`src/rtl/sc_lanectrl.sv`:
```
// rtl/sc_lanectrl.sv - lane register controller: load, verify and rotate a vehicle bitmap
// Keeps a mirror of the downstream lane register and cross-checks it via LOADED.
module sc_lanectrl #(
  parameter int DATAWIDTH_BUS = 8,
  parameter int PERIOD_WIDTH  = 16
) (
  input  logic                     SC_LANECTRL_CLOCK,
  input  logic                     SC_LANECTRL_RESET,
  input  logic                     SC_LANECTRL_START,
  input  logic                     SC_LANECTRL_STOP,
  input  logic                     SC_LANECTRL_PAUSE,
  input  logic [PERIOD_WIDTH-1:0]  SC_LANECTRL_PERIOD,
  input  logic [DATAWIDTH_BUS-1:0] SC_LANECTRL_PATTERN_IN,
  input  logic                     SC_LANECTRL_LOADED,
  output logic                     SC_LANECTRL_LOAD,
  output logic                     SC_LANECTRL_SHIFT,
  output logic [DATAWIDTH_BUS-1:0] SC_LANECTRL_PATTERN_OUT,
  output logic                     SC_LANECTRL_WRAP,
  output logic                     SC_LANECTRL_BUSY,
  output logic                     SC_LANECTRL_ERROR
);

  localparam int CW = (DATAWIDTH_BUS > 1) ? $clog2(DATAWIDTH_BUS) : 1;

  typedef enum logic [2:0] {
    S_IDLE, S_LOADP, S_VERIFY, S_RUN, S_ERROR
  } state_t;

  state_t                   state;
  logic [DATAWIDTH_BUS-1:0] mirror;
  logic [PERIOD_WIDTH-1:0]  presc;
  logic [PERIOD_WIDTH-1:0]  period_m1;
  logic [CW-1:0]            step_cnt;
  logic                     first_run;
  logic                     wrap_q;
  logic                     step;

  // PERIOD of 0 behaves like 1: step every cycle.
  assign period_m1 = (SC_LANECTRL_PERIOD == '0) ? '0
                   : SC_LANECTRL_PERIOD - PERIOD_WIDTH'(1);

  // START/STOP override stepping so the lane register never rotates without the mirror.
  assign step = (state == S_RUN) && !SC_LANECTRL_PAUSE && !SC_LANECTRL_STOP &&
                !SC_LANECTRL_START && (presc >= period_m1);

  assign SC_LANECTRL_SHIFT       = step;
  assign SC_LANECTRL_LOAD        = (state == S_LOADP) || (state == S_VERIFY) ||
                                   ((state == S_RUN) && !step);
  assign SC_LANECTRL_PATTERN_OUT = mirror;
  assign SC_LANECTRL_WRAP        = wrap_q;
  assign SC_LANECTRL_BUSY        = (state == S_LOADP) || (state == S_VERIFY) ||
                                   (state == S_RUN);
  assign SC_LANECTRL_ERROR       = (state == S_ERROR);

  always_ff @(posedge SC_LANECTRL_CLOCK or posedge SC_LANECTRL_RESET) begin
    if (SC_LANECTRL_RESET) begin
      state     <= S_IDLE;
      mirror    <= '0;
      presc     <= '0;
      step_cnt  <= '0;
      first_run <= 1'b0;
      wrap_q    <= 1'b0;
    end else begin
      wrap_q <= 1'b0;
      if (SC_LANECTRL_STOP) begin
        state     <= S_IDLE;
        mirror    <= '0;
        presc     <= '0;
        step_cnt  <= '0;
        first_run <= 1'b0;
      end else if (SC_LANECTRL_START) begin
        state     <= S_LOADP;
        mirror    <= SC_LANECTRL_PATTERN_IN;
        presc     <= '0;
        step_cnt  <= '0;
        first_run <= 1'b0;
      end else begin
        case (state)
          S_IDLE:   mirror <= '0;
          S_LOADP:  state <= S_VERIFY;
          S_VERIFY: begin
            if (SC_LANECTRL_LOADED) begin
              state     <= S_RUN;
              presc     <= '0;
              first_run <= 1'b1;
            end else begin
              state <= S_ERROR;
            end
          end
          S_RUN: begin
            first_run <= 1'b0;
            if (!SC_LANECTRL_LOADED && !(first_run && step)) begin
              state <= S_ERROR;
            end else if (step) begin
              mirror <= {mirror[DATAWIDTH_BUS-2:0], mirror[DATAWIDTH_BUS-1]};
              presc  <= '0;
              if (step_cnt == CW'(DATAWIDTH_BUS - 1)) begin
                step_cnt <= '0;
                wrap_q   <= 1'b1;
              end else begin
                step_cnt <= step_cnt + CW'(1);
              end
            end else if (!SC_LANECTRL_PAUSE) begin
              presc <= presc + PERIOD_WIDTH'(1);
            end
          end
          default: ;
        endcase
      end
    end
  end

endmodule

```
`config.mk`:
```
export PLATFORM = sky130hd
export DESIGN_NAME = sc_lanectrl
export DESIGN_NICKNAME = d
export VERILOG_FILES = /design/src/rtl/sc_lanectrl.sv
export SDC_FILE = /design/constraint.sdc
export NUM_CORES = 1
export LEC_CHECK = 0
export CAP_MARGIN = 40
export CELL_PAD_IN_SITES_DETAIL_PLACEMENT = 1
export CELL_PAD_IN_SITES_GLOBAL_PLACEMENT = 2
export CORE_AREA = 2 2 94 96
export DETAILED_ROUTE_END_ITERATION = 8
export DIE_AREA = 0 0 96 98
export PLACE_DENSITY_LB_ADDON = 0.1
export SLEW_MARGIN = 10
export SYNTH_ARGS = -nofsm -noshare
export SYNTH_HDL_FRONTEND = slang
export SYNTH_SLANG_ARGS = --single-unit
```
`constraint.sdc`:
```
create_clock -name SC_LANECTRL_CLOCK -period 5.9 [get_ports SC_LANECTRL_CLOCK]
set_input_delay 1.18 -clock SC_LANECTRL_CLOCK [delete_from_list [all_inputs] [get_ports SC_LANECTRL_CLOCK]]
set_output_delay 1.18 -clock SC_LANECTRL_CLOCK [all_outputs]
set_load 0.01 [all_outputs]
```
Word-level counts from Yosys, hierarchy flattened
Cells that the tools add are included.

Register bits: 32. Output and inout port bits: 13.

$add $sub $neg: 3. Order comparisons: 1. Equality and inequality tests: 11. Multiplexer cells: 34. Reduce and logical (&&, ||, !) cells: 28.

Operators with widths (count): 2-to-1 mux 16 bit (7); 2-to-1 mux 8 bit (4); one-hot mux 16 bit (2 select lines) (1); 2-to-1 mux 3 bit (10); adder 16 x 1 -> 16 bit, second input constant (1); greater-or-equal comparator 16 bit (1); logical NOT 16 bit (1); one-hot mux 8 bit (2 select lines) (1); subtractor 16 x 1 -> 16 bit, second input constant (1); inequality test 4 bit, second input constant (3); 2-to-1 mux 1 bit (9); one-hot mux 3 bit (3 select lines) (1); nonzero test 4 bit (2); logical AND 1 bit (7); == test 3 x 2 -> 1 bit, second input constant (2); == test 3 bit, second input constant (2); logical NOT 1 bit (6); AND reduction 3 bit (2); nonzero test 3 bit (2); inequality test 5 bit, second input constant (1); nonzero test 5 bit (1); inequality test 4 x 3 -> 1 bit, second input constant (1); AND reduction 2 bit (2); AND reduction 4 bit (1); 6 further kinds (8).

Logic depth before layout (Yosys ltp)
Gate-level depths: netlist (run 1).

Depth after elaboration: 12. Mapped depth: 14. Mapped depth without buffers: 13.

Worst setup path before layout (run 1)
No wires, ideal clock.

Kind: in2out. From: in SC_LANECTRL_PERIOD[9]. To: out SC_LANECTRL_LOAD. Data arrival time: 4.707 ns. Path slack: 0.013 ns. Cell stages on the path: 12. Path buffers: 0. Path through: or4_1 > or3_1 > or4_1 > nor3_1 > a21oi_1 > ha_1 > nand4_1 > or3_1 > a2111oi_4 > nor3_1 > nor3_1 > nor3_1.

Cells in the longest elaborated chain, start to end: 7. Elaborated cells between the ends (all ways): 8. Classes of those cells: add/sub: 1; order compare: 1; mux: 1; reduce/logical: 5.

Ends and longest elaborated chain: start, declared (RTL line 12) `input logic [PERIOD_WIDTH-1:0] SC_LANECTRL_PERIOD,`; subtractor 16 x 1 -> 16 bit or logical NOT 16 bit (tied branches) (RTL line 40, 39); 2-to-1 mux 16 bit * (RTL line 39) `assign period_m1 = (SC_LANECTRL_PERIOD == '0) ? '0`; greater-or-equal comparator 16 bit * (RTL line 44) `!SC_LANECTRL_START && (presc >= period_m1);`; logical AND 1 bit * (RTL line 44); via SC_LANECTRL_SHIFT (RTL line 16) `output logic SC_LANECTRL_SHIFT,`; logical NOT 1 bit * (RTL line 48) `((state == S_RUN) && !step);`; logical AND 1 bit * (RTL line 48); logical OR 1 bit * (RTL line 47) `assign SC_LANECTRL_LOAD = (state == S_LOADP) || (state == S_VERIFY) ||`; end, declared (RTL line 15) `output logic SC_LANECTRL_LOAD,`.

Mark *: on every way through the listed nets, which the timed path passes. The rest lies on a longest branch.

Worst setup path in the final report (run 1)
From: in SC_LANECTRL_PERIOD[8]. To: out SC_LANECTRL_LOAD.

Cells in the longest elaborated chain, start to end: 7. Elaborated cells between the ends (all ways): 8. Classes of those cells: add/sub: 1; order compare: 1; mux: 1; reduce/logical: 5.

Ends and longest elaborated chain (RTL line): subtractor 16 x 1 -> 16 bit or logical NOT 16 bit (tied branches) (40, 39); 2-to-1 mux 16 bit * (39); greater-or-equal comparator 16 bit * (44); logical AND 1 bit * (44); logical NOT 1 bit * (48); logical AND 1 bit * (48); logical OR 1 bit * (47).

Every way passes the cells marked *; elsewhere a longest branch is shown, timed or not.

==> results of run 1 <==
## worst min path at each step
stage | from | to | slack [ns] | depth (start not counted)
6_report | step_cnt[0] | step_cnt[0] | 0.50 | 1
5_1_grt | step_cnt[0] | step_cnt[0] | 0.54 | 1
4_1_cts | step_cnt[0] | step_cnt[0] | 0.51 | 1
3_5_place_dp | step_cnt[0] | step_cnt[0] | 0.50 | 1
3_3_place_gp | step_cnt[0] | step_cnt[0] | 0.49 | 1
2_1_floorplan | presc[15] | presc[15] | 0.46 | 1
## cells by family after synthesis
kind of cell    count (synthesis)
mux                             9
flops                          32
simple gates                  124
compound gates                 70
buf+inv                        19
xor+xnor                       10
fa+ha+maj                      21
## Yosys cell counts (2+ instances only)
| cell | instances | share of area (%) |
|---|---|---|
| nor3_1 | 13 | 2.6 |
| nand2_1 | 38 | 5.8 |
| dfrtp_1 | 32 | 32 |
| o22ai_1 | 2 | 0.51 |
| or4_1 | 2 | 0.61 |
| mux2_2 | 8 | 3.6 |
| nor4_1 | 2 | 0.51 |
| a21oi_1 | 18 | 3.6 |
| nor3b_1 | 2 | 0.61 |
| o311ai_4 | 2 | 2.1 |
| o21a_1 | 3 | 0.91 |
| a22oi_1 | 8 | 2.4 |
| a211oi_1 | 2 | 0.61 |
| and3_1 | 4 | 1.0 |
| nand3_1 | 10 | 2.0 |
| nand4_1 | 3 | 0.76 |
| clkbuf_1 | 4 | 0.61 |
| a31oi_1 | 11 | 2.8 |
| xor2_1 | 9 | 3.2 |
| nor2_1 | 28 | 4.3 |
| inv_1 | 10 | 1.5 |
| buf_2 | 4 | 0.81 |
| o31ai_1 | 4 | 1.2 |
| nand3b_1 | 3 | 0.91 |
| ha_1 | 21 | 11 |
| a31o_2 | 2 | 0.71 |
| nand2b_1 | 9 | 2.3 |
| a41oi_1 | 3 | 1.1 |
| o21ai_0 | 6 | 1.2 |
| or3_1 | 2 | 0.51 |
## power by group
group	total, mW	switching, mW	internal, mW
logic	0.0940	0.0431	0.0509
registers	0.228	0.00473	0.223
clock network	0.216	0.0910	0.125
total	0.538	0.139	0.399
## flip-flops by register name, summed over array words and instances, names as in the netlist
| register | flops |
|---|---|
| SC_LANECTRL_PATTERN_OUT | 8 |
| SC_LANECTRL_WRAP | 1 |
| first_run | 1 |
| presc | 16 |
| state | 3 |
| step_cnt | 3 |
## layer usage
layer  share of wire (%)  wire (µm)  global-route usage [%]
met3                 2.8        200                   3.009
met2                  48       3438                   25.80
met4                0.96         68                   3.736
met1                  48       3410                   21.90
met5                   0          0                       0
## layout make-up
cell class,count,area (µm²),share of cell area (%)
Multi-Input combinational cell,234,1667,48.05
Sequential cell,32,800.8,23.09
Timing Repair Buffer,84,716.9,20.67
Inverter,10,37.54,1.082
Tap cell,108,135.1,3.896
Clock inverter,3,42.54,1.227
Clock buffer,5,68.82,1.984
## worst max-delay path, stage by stage
cell and delay [ns]:
buf_6 0.09, or4_4 0.53, or3_4 0.36, or4_4 0.50
nor3_2 0.14, a21oi_2 0.05, ha_1 0.29, nand4_1 0.13
or3_4 0.43, a2111oi_4 0.33, nor3_2 0.10, nor3_2 0.16
buf_4 0.14, nor3_2 0.03, buf_2 0.14
## timing repair
action	4_1_cts	5_1_grt
pin swaps	9	13
gates resized for setup	18	15
endpoints found under the setup margin	2	2
setup buffers	2	3
## through the flow
stage | util (%) | setup TNS [ns] | instances
6_report | 40.97 | 0 | 476
5_1_grt | 40.97 | -0.04548 | 476
4_1_cts | 40.22 | 0 | 473
3_5_place_dp | 38.49 | -1.313 | 463
3_3_place_gp | 38.43 | -1.159 | 462
2_1_floorplan | - | 0 | 285
==> flow_summary.ini, run 1 <==
[run_status]
outcome = finished, final reports clean

[global_route]
grt_max_degree = 33
grt.total_usage_pct = 15.97
grt_pass1_wl_mm = 11.95
antenna_found_initial = 0
grt_pass1_vias = 2394
overflow = 0

[run]
maxCapViolCount = 0

[placed_design]
placed_cell_area_mm2 = 0.003258
io_buffers = 42
gp_congestion = 0.7936
place_ws_ns = -0.6580
hpwl_mm = 5.449

[floorplanning]
die_area_mm2 = 0.009408
design.core.area_mm2 = 0.008466
io_pins = 43
initial_core_util_pct = 29.18
dieHeight_um = 98
placementRows = 34
fp.dieW_um = 96

[yosys]
synth-async-reset-ratio_pct = 100.0
synthAdderAreaFrac_pct = 10.64
ys_warn_count = 0
synth.area.mux_share_pct = 4.053
syn_area_mm2 = 0.002470
synth_top_family_by_area = simple AND/OR/NAND/NOR gates
synth.net_count = 336
synth.distinct_cells = 50
synth-simple-area-share_pct = 24.67
yosysSeqAreaShare_pct = 32.42
synthXorXnorAreaFrac_pct = 3.546
ys_seq_elements = 32
synth_compound_area_share_pct = 21.43
synth_flop_cell = dfrtp_1
synth-edff-count = 0
avgSynthCellArea_um2 = 8.666
postSynthCellCount = 285

[final_layout]
layout_common_cells = buf_4, nand2_1, clkdlybuf4s50_1, dfrtp_1, nor2_1
nets = 418
fillers = 1021
drive_above_1_share_pct = 23.37
layout_commonest_cell = buf_4
area_growth_pct = 40.43
diodes = 0
stdcell_area_mm2 = 0.003468

[sta]
fin_crit_sh_pct = 98.25
relSlewSlack_pct = 59.04
fin_ws_ns = 0.1031
clock_skew_ns = 0.006770
tightestPinTransition_ns = 0.6092
holdWs_ns = 0.5005
fmax_mhz = 172.5
slew_violations = 0
rsz0062_at_grt = yes
finalHoldViolCount = 0
setup_viol = 0
finalCriticalPeriod_ns = 5.797

[setup_path]
r2r-start = presc[0]
regToRegEndpoint = presc[6]
crit_end = SC_LANECTRL_LOAD
worstSetupPathType = input port to output port
rr_worst_depth = 12
cp.arrival_ns = 4.62
worstSetupStartpoint = SC_LANECTRL_PERIOD[8]
critPathRequiredTime_ns = 4.72
cp-end-kind = output port
worstPathMaxFanout = 3
start_kind = input port
r2r_slack_ns = 2.95

[clocking]
clkTransAtPathRegs_ns = 0.08
cts_max_path_buffers = 2
htreeDepth = 2
cts_made_buffers = 5
clk_latency_ns = 0.29
cts_hold_buf = 0
cts_root_buf = clkbuf_8
cts_tree = yes
cts.sinks = 32

[routing]
vias = 2416
drcViolationCount = 0
drtPass1Iterations = 4
drt_first_iter_violations = 69
wl_mm = 7.116
route.detailed.vias_per_inst = 5.076
ant_nets = 0
wl_per_cell_um = 14.95

[min_path]
hp-class = flop to flop

[power]
p_leak_nw = 1.513
power_density_mw_per_mm2 = 155.0
vdd_drop_max_uv = 82.52
finalPower_mw = 0.5376
No activity file was read; power rests on OpenSTA's default activity.
==> run 2, diff against run 1 <==
--- a/config.mk
+++ b/config.mk
@@ -8,9 +8,9 @@
 export CAP_MARGIN = 40
 export CELL_PAD_IN_SITES_DETAIL_PLACEMENT = 1
 export CELL_PAD_IN_SITES_GLOBAL_PLACEMENT = 2
-export CORE_AREA = 2 2 94 96
+export CORE_AREA = 4 4 96 98
 export DETAILED_ROUTE_END_ITERATION = 8
-export DIE_AREA = 0 0 96 98
+export DIE_AREA = 0 0 100 102
 export PLACE_DENSITY_LB_ADDON = 0.1
 export SLEW_MARGIN = 10
 export SYNTH_ARGS = -nofsm -noshare
==> run 2 against run 1 <==
Against the previous run:
- sequential power about the same
- sequential cell count stayed put
- register-to-register slack lost 0.05 ns
- via count grew 1.9%
- worst hold slack worse by 0.0030 ns
- combinational power about the same
- die area rose by 8.4%
- clock-buffer cell count did not move
- clock power barely moved
- non-clock buffer count decreased by 1
- global-route usage is 0.73 points lower
- maximum frequency decreased by 0.48%
- critical path type unchanged
- critical endpoint unchanged
- highest routed layer unchanged
==> flow_summary.ini, run 2 (synthesis gave the netlist of run 1 again) <==
[final_layout]
fillers = 1011
diodes = 0
layout_common_cells = buf_4, nand2_1, clkdlybuf4s50_1, dfrtp_1, nor2_1
layout_commonest_cell = buf_4
regMostFlops = presc
area_growth_pct = 39.26
multi_input_area_mm2 = 0.001648
largest_reg_flops = 16
nets = 417
seqCellArea_um2 = 800.8
drive_above_1_share_pct = 22.62
utilization_pct = 40.63

[clocking]
cts_root_buf = clkbuf_8
cts.sinks = 32
cts_hold_buf = 0
htreeDepth = 2
cts_made_buffers = 5
cts_tree = yes
cts_max_path_buffers = 2
clkTransAtPathRegs_ns = 0.08
clk_latency_ns = 0.29

[floorplanning]
dieHeight_um = 102
placementRows = 34
die_area_mm2 = 0.01020
io_pins = 43
initial_core_util_pct = 29.18
fp.dieW_um = 100
design.core.area_mm2 = 0.008466

[setup_path]
start_kind = input port
worstSetupPathType = input port to output port
r2r-start = presc[0]
worstPathMaxFanout = 3
critPathRequiredTime_ns = 4.72
cp-end-kind = output port
cp.arrival_ns = 4.65
regToRegEndpoint = presc[12]
r2r_slack_ns = 2.90
rr_worst_depth = 12
worstSetupStartpoint = SC_LANECTRL_PERIOD[6]
crit_end = SC_LANECTRL_LOAD

[routing]
route.detailed.vias_per_inst = 5.183
drtPass1Iterations = 4
vias = 2462
wl_per_cell_um = 15.47
wl_mm = 7.349
ant_nets = 0
drt_first_iter_violations = 53
drcViolationCount = 0

[sta]
slew_violations = 0
finalCriticalPeriod_ns = 5.825
relSlewSlack_pct = 56.35
fin_ws_ns = 0.07499
rsz0062_at_grt = yes
holdWs_ns = 0.4975
tns_ns = 0
fmax_mhz = 171.7
fin_crit_sh_pct = 98.73
setup_viol = 0
finalHoldViolCount = 0
tightestPinTransition_ns = 0.6492
clock_skew_ns = 0.008839

[run_status]
outcome = finished, final reports clean

[power]
vdd_drop_max_uv = 80.95
p_sw_share_pct = 25.43
power_density_mw_per_mm2 = 155.4
sequentialPowerShare_pct = 42.6
comb_power_share_pct = 17.5
p_switching_mw = 0.1359
intPower_mw = 0.3986
p_leak_nw = 1.502
pwr-share-clk_pct = 39.9
finalPower_mw = 0.5345

[placed_design]
hpwl_mm = 5.747
gp_congestion = 0.7639
place_ws_ns = -0.6958
io_buffers = 42

[global_route]
busiest_layer = met2
grt.total_usage_pct = 15.24
grt_max_degree = 33
grt_pass1_vias = 2561
antenna_found_initial = 0
met1_usage_pct = 19.72
overflow = 0
grt_use_met2_pct = 26.53
met3_usage_pct = 2.662
grt_pass1_wl_mm = 12.45

[run]
maxCapViolCount = 0

[min_path]
hp-class = flop to flop
==> run 2: what timing repair did <==
item | 4_1_cts | 5_1_grt
setup buffers | 2 | 2
gates resized for setup | 19 | 13
setup endpoints to repair | 2 | 2
pin swaps | 8 | 12
==> run 2: worst min path at each step <==
stage / startpoint / to / slack [ns] / cells past startpoint
floorplan: presc[15] / presc[15] / 0.46 / 1
global placement: step_cnt[0] / step_cnt[0] / 0.49 / 1
detailed placement: step_cnt[0] / step_cnt[0] / 0.49 / 1
CTS: step_cnt[0] / step_cnt[0] / 0.50 / 1
global route: step_cnt[0] / step_cnt[0] / 0.52 / 1
finish: step_cnt[0] / step_cnt[0] / 0.50 / 1
==> run 2: stage by stage <==
step                      cell area [µm²]  std cells
after floorplan                      2470        285
after global placement               3253        462
after detailed placement             3258        463
after CTS                            3403        473
after global routing                 3440        475
final                                3440        475
==> run 2: layout make-up <==
cell class                 count  share of cell area, %
multi-input combinational    234                  47.91
inverter                      10                  1.091
sequential                    32                  23.28
timing repair buffer          83                  20.55
clock buffer                   5                  2.001
tap                          108                  3.929
clock inverter                 3                  1.237
==> run 2: metal layers <==
| layer | vias up | part of all wire (%) | routed length (µm) |
|---|---|---|---|
| met2 | 33 | 49 | 3609 |
| met5 | - | 0 | 0 |
| li1 | 1220 | - | - |
| met3 | 2 | 3.5 | 254 |
| met4 | 0 | 0.68 | 50 |
| met1 | 1207 | 47 | 3435 |
==> run 2: worst max-delay path, cell delays in order <==
cell	delay (ns)
buf_6	0.09
or4_4	0.52
or3_4	0.36
or4_4	0.49
nor3_2	0.12
a21oi_1	0.06
ha_1	0.29
nand4_1	0.13
or3_4	0.44
a2111oi_4	0.32
nor3_2	0.09
nor3_1	0.20
buf_4	0.16
nor3_2	0.03
buf_2	0.15
==> run 2: power groups by stage <==
| stage | clock [mW] | sequential, mW | combinational [mW] |
|---|---|---|---|
| after floorplan | 0 | 0.231 | 0.0407 |
| after global placement | 0 | 0.232 | 0.0933 |
| after detailed placement | 0 | 0.232 | 0.0941 |
| after CTS | 0.222 | 0.228 | 0.0944 |
| after global routing | 0.232 | 0.228 | 0.105 |
| final | 0.213 | 0.228 | 0.0937 |
==> run 3, diff against run 2 <==
--- a/config.mk
+++ b/config.mk
@@ -11,6 +11,7 @@
 export CORE_AREA = 4 4 96 98
 export DETAILED_ROUTE_END_ITERATION = 8
 export DIE_AREA = 0 0 100 102
+export GPL_TIMING_DRIVEN = 0
 export PLACE_DENSITY_LB_ADDON = 0.1
 export SLEW_MARGIN = 10
 export SYNTH_ARGS = -nofsm -noshare
==> run 3 against run 2 <==
Against the previous run:
- maximum frequency decreased by 0.47%
- sequential power about the same
- sequential cell count unchanged
- critical path depth unchanged
- sequential share of layout area increased by 1.0 points
- non-clock buffer count decreased by 18
- register-to-register slack got worse by 0.07 ns
- worst hold slack got worse by 0.0034 ns
- critical path type unchanged
- largest cell class unchanged
- largest power group unchanged
==> flow_summary.ini, run 3 (synthesis gave the netlist of run 1 again) <==
[sta]
clock_skew_ns = 0.004763
relSlewSlack_pct = 42.86
setup_viol = 0
holdWs_ns = 0.4941
tightestPinTransition_ns = 0.8498
fin_ws_ns = 0.04751
fin_crit_sh_pct = 99.19
finalCriticalPeriod_ns = 5.852
rsz0062_at_grt = yes
finalHoldViolCount = 0
fmax_mhz = 170.9
slew_violations = 0

[global_route]
grt_max_degree = 33
grt_pass1_vias = 2386
grt.total_usage_pct = 14.59
grt_pass1_wl_mm = 11.99
overflow = 0
antenna_found_initial = 0

[placed_design]
gp_congestion = 0.7600
io_buffers = 42
place_ws_ns = -1.284
placed_cell_area_mm2 = 0.003030
hpwl_mm = 5.642

[clocking]
clk_latency_ns = 0.28
cts_root_buf = clkbuf_8
htreeDepth = 2
cts_max_path_buffers = 2
cts.sinks = 32
cts_tree = yes
cts_made_buffers = 5
cts_hold_buf = 0
clkTransAtPathRegs_ns = 0.07

[floorplanning]
placementRows = 34
dieHeight_um = 102
fp.dieW_um = 100
die_area_mm2 = 0.01020
io_pins = 43
initial_core_util_pct = 29.18
design.core.area_mm2 = 0.008466

[final_layout]
diodes = 0
drive_above_1_share_pct = 18.91
stdcell_area_mm2 = 0.003297
area_growth_pct = 33.49
regMostFlops = presc
layout_common_cells = nand2_1, clkdlybuf4s50_1, dfrtp_1, nor2_1, ha_1
largest_reg_flops = 16
nets = 399
layout_commonest_cell = nand2_1

[setup_path]
cp-end-kind = output port
crit_chain = buf_6 -> or4_4 -> or3_4 -> or4_4 -> nor3_4 -> a21oi_2 -> ha_1 -> nand4_1 -> or3_4 -> a2111oi_4 -> nor3_2 -> nor3_2 -> buf_4 -> nor3_2 -> buf_2
worst_path_max_delay_cell = or4_4
cpMostUsedCell = nor3_2
worstSetupPathType = input port to output port
cp.arrival_ns = 4.67
worst_path_largest_cell_delay_ns = 0.53
worstPathMaxFanout = 4
critPathRequiredTime_ns = 4.72
start_kind = input port
worst-path-buf-inv = 3
path_delay_family = simple AND/OR/NAND/NOR gates

[run]
maxCapViolCount = 0

[min_path]
hp-class = flop to flop

[routing]
route.detailed.vias_per_inst = 5.208
wl_per_cell_um = 16.04
drtPass1Iterations = 4
ant_nets = 0
drt_first_iter_violations = 76
wl_mm = 7.330
drcViolationCount = 0
vias = 2380

[power]
finalPower_mw = 0.5256
vdd_drop_max_uv = 83.43
p_leak_nw = 1.395
power_density_mw_per_mm2 = 159.4

[run_status]
outcome = finished, final reports clean
-- run 3: cell count changes in the layout (fill, tap and decap cells not counted), moves of 2 or more --
| cell | change |
|---|---|
| buf_6 | +2 |
| buf_4 | -27 |
| clkbuf_1 | +3 |
| nor3_2 | +2 |
| buf_2 | +6 |
| nor3_1 | -2 |
-- run 3: metal layers --
layer	global-route usage [%]	part of all wire, %	routed length [µm]	vias to the layer above
met5	0	0	0	-
met4	2.487	0.50	37	0
met3	2.048	4.3	313	4
met2	26.32	50	3679	36
met1	18.87	45	3299	1162
li1	-	-	-	1178
-- run 3: cell type report --
cell class,instances,area [µm²]
Fill cell,1020,5169
Multi-Input combinational cell,234,1659
Sequential cell,32,800.8
Timing Repair Buffer,56,509.2
Tap cell,108,135.1
Clock buffer,5,68.82
Buffer,9,43.79
Clock inverter,3,42.54
Inverter,10,37.54
-- run 3: power breakdown --
part	leakage [nW]	internal, mW	total (mW)	switching [mW]
clock	0.0541	0.125	0.212	0.0869
combinational	0.900	0.0436	0.0877	0.0441
sequential	0.441	0.223	0.226	0.00305
total	1.40	0.392	0.526	0.134
-- run 3: timing repair --
| item | 4_1_cts | 5_1_grt |
|---|---|---|
| setup buffers | 9 | 3 |
| gates resized for setup | 39 | 5 |
| pin swaps | 10 | 4 |
| setup endpoints to repair | 2 | 2 |
-- run 3: final timing paths --
path	start	end	slack, ns	cells past startpoint
max in group asynchronous	SC_LANECTRL_RESET	step_cnt[2]	4.12	2
max reg2reg	presc[0]	presc[10]	2.83	10
min in group asynchronous	SC_LANECTRL_RESET	SC_LANECTRL_PATTERN_OUT[7]	1.33	2
max	SC_LANECTRL_PERIOD[8]	SC_LANECTRL_LOAD	0.05	15
min	step_cnt[0]	step_cnt[0]	0.49	1
min reg2reg	step_cnt[0]	step_cnt[0]	0.49	1
-- run 3: worst register-to-register path: stages (launching register included) --
cell       delay, ns
dfrtp_1         0.37
inv_1           0.08
ha_1            0.28
nand2b_1        0.15
a2111oi_2       0.48
a2111oi_4       0.07
buf_4           0.18
o31ai_1         0.72
nand2_1         0.22
buf_2           0.26
a31oi_1         0.19
-- run 3: stage by stage --
step                utilization [%]  std cells  setup TNS, ns
floorplan                         -        285              0
global placement              35.74        435         -5.612
detailed placement            35.80        436         -3.386
CTS                           38.40        453       -0.03773
global route                  38.94        457        -0.1804
finish                        38.94        457              0
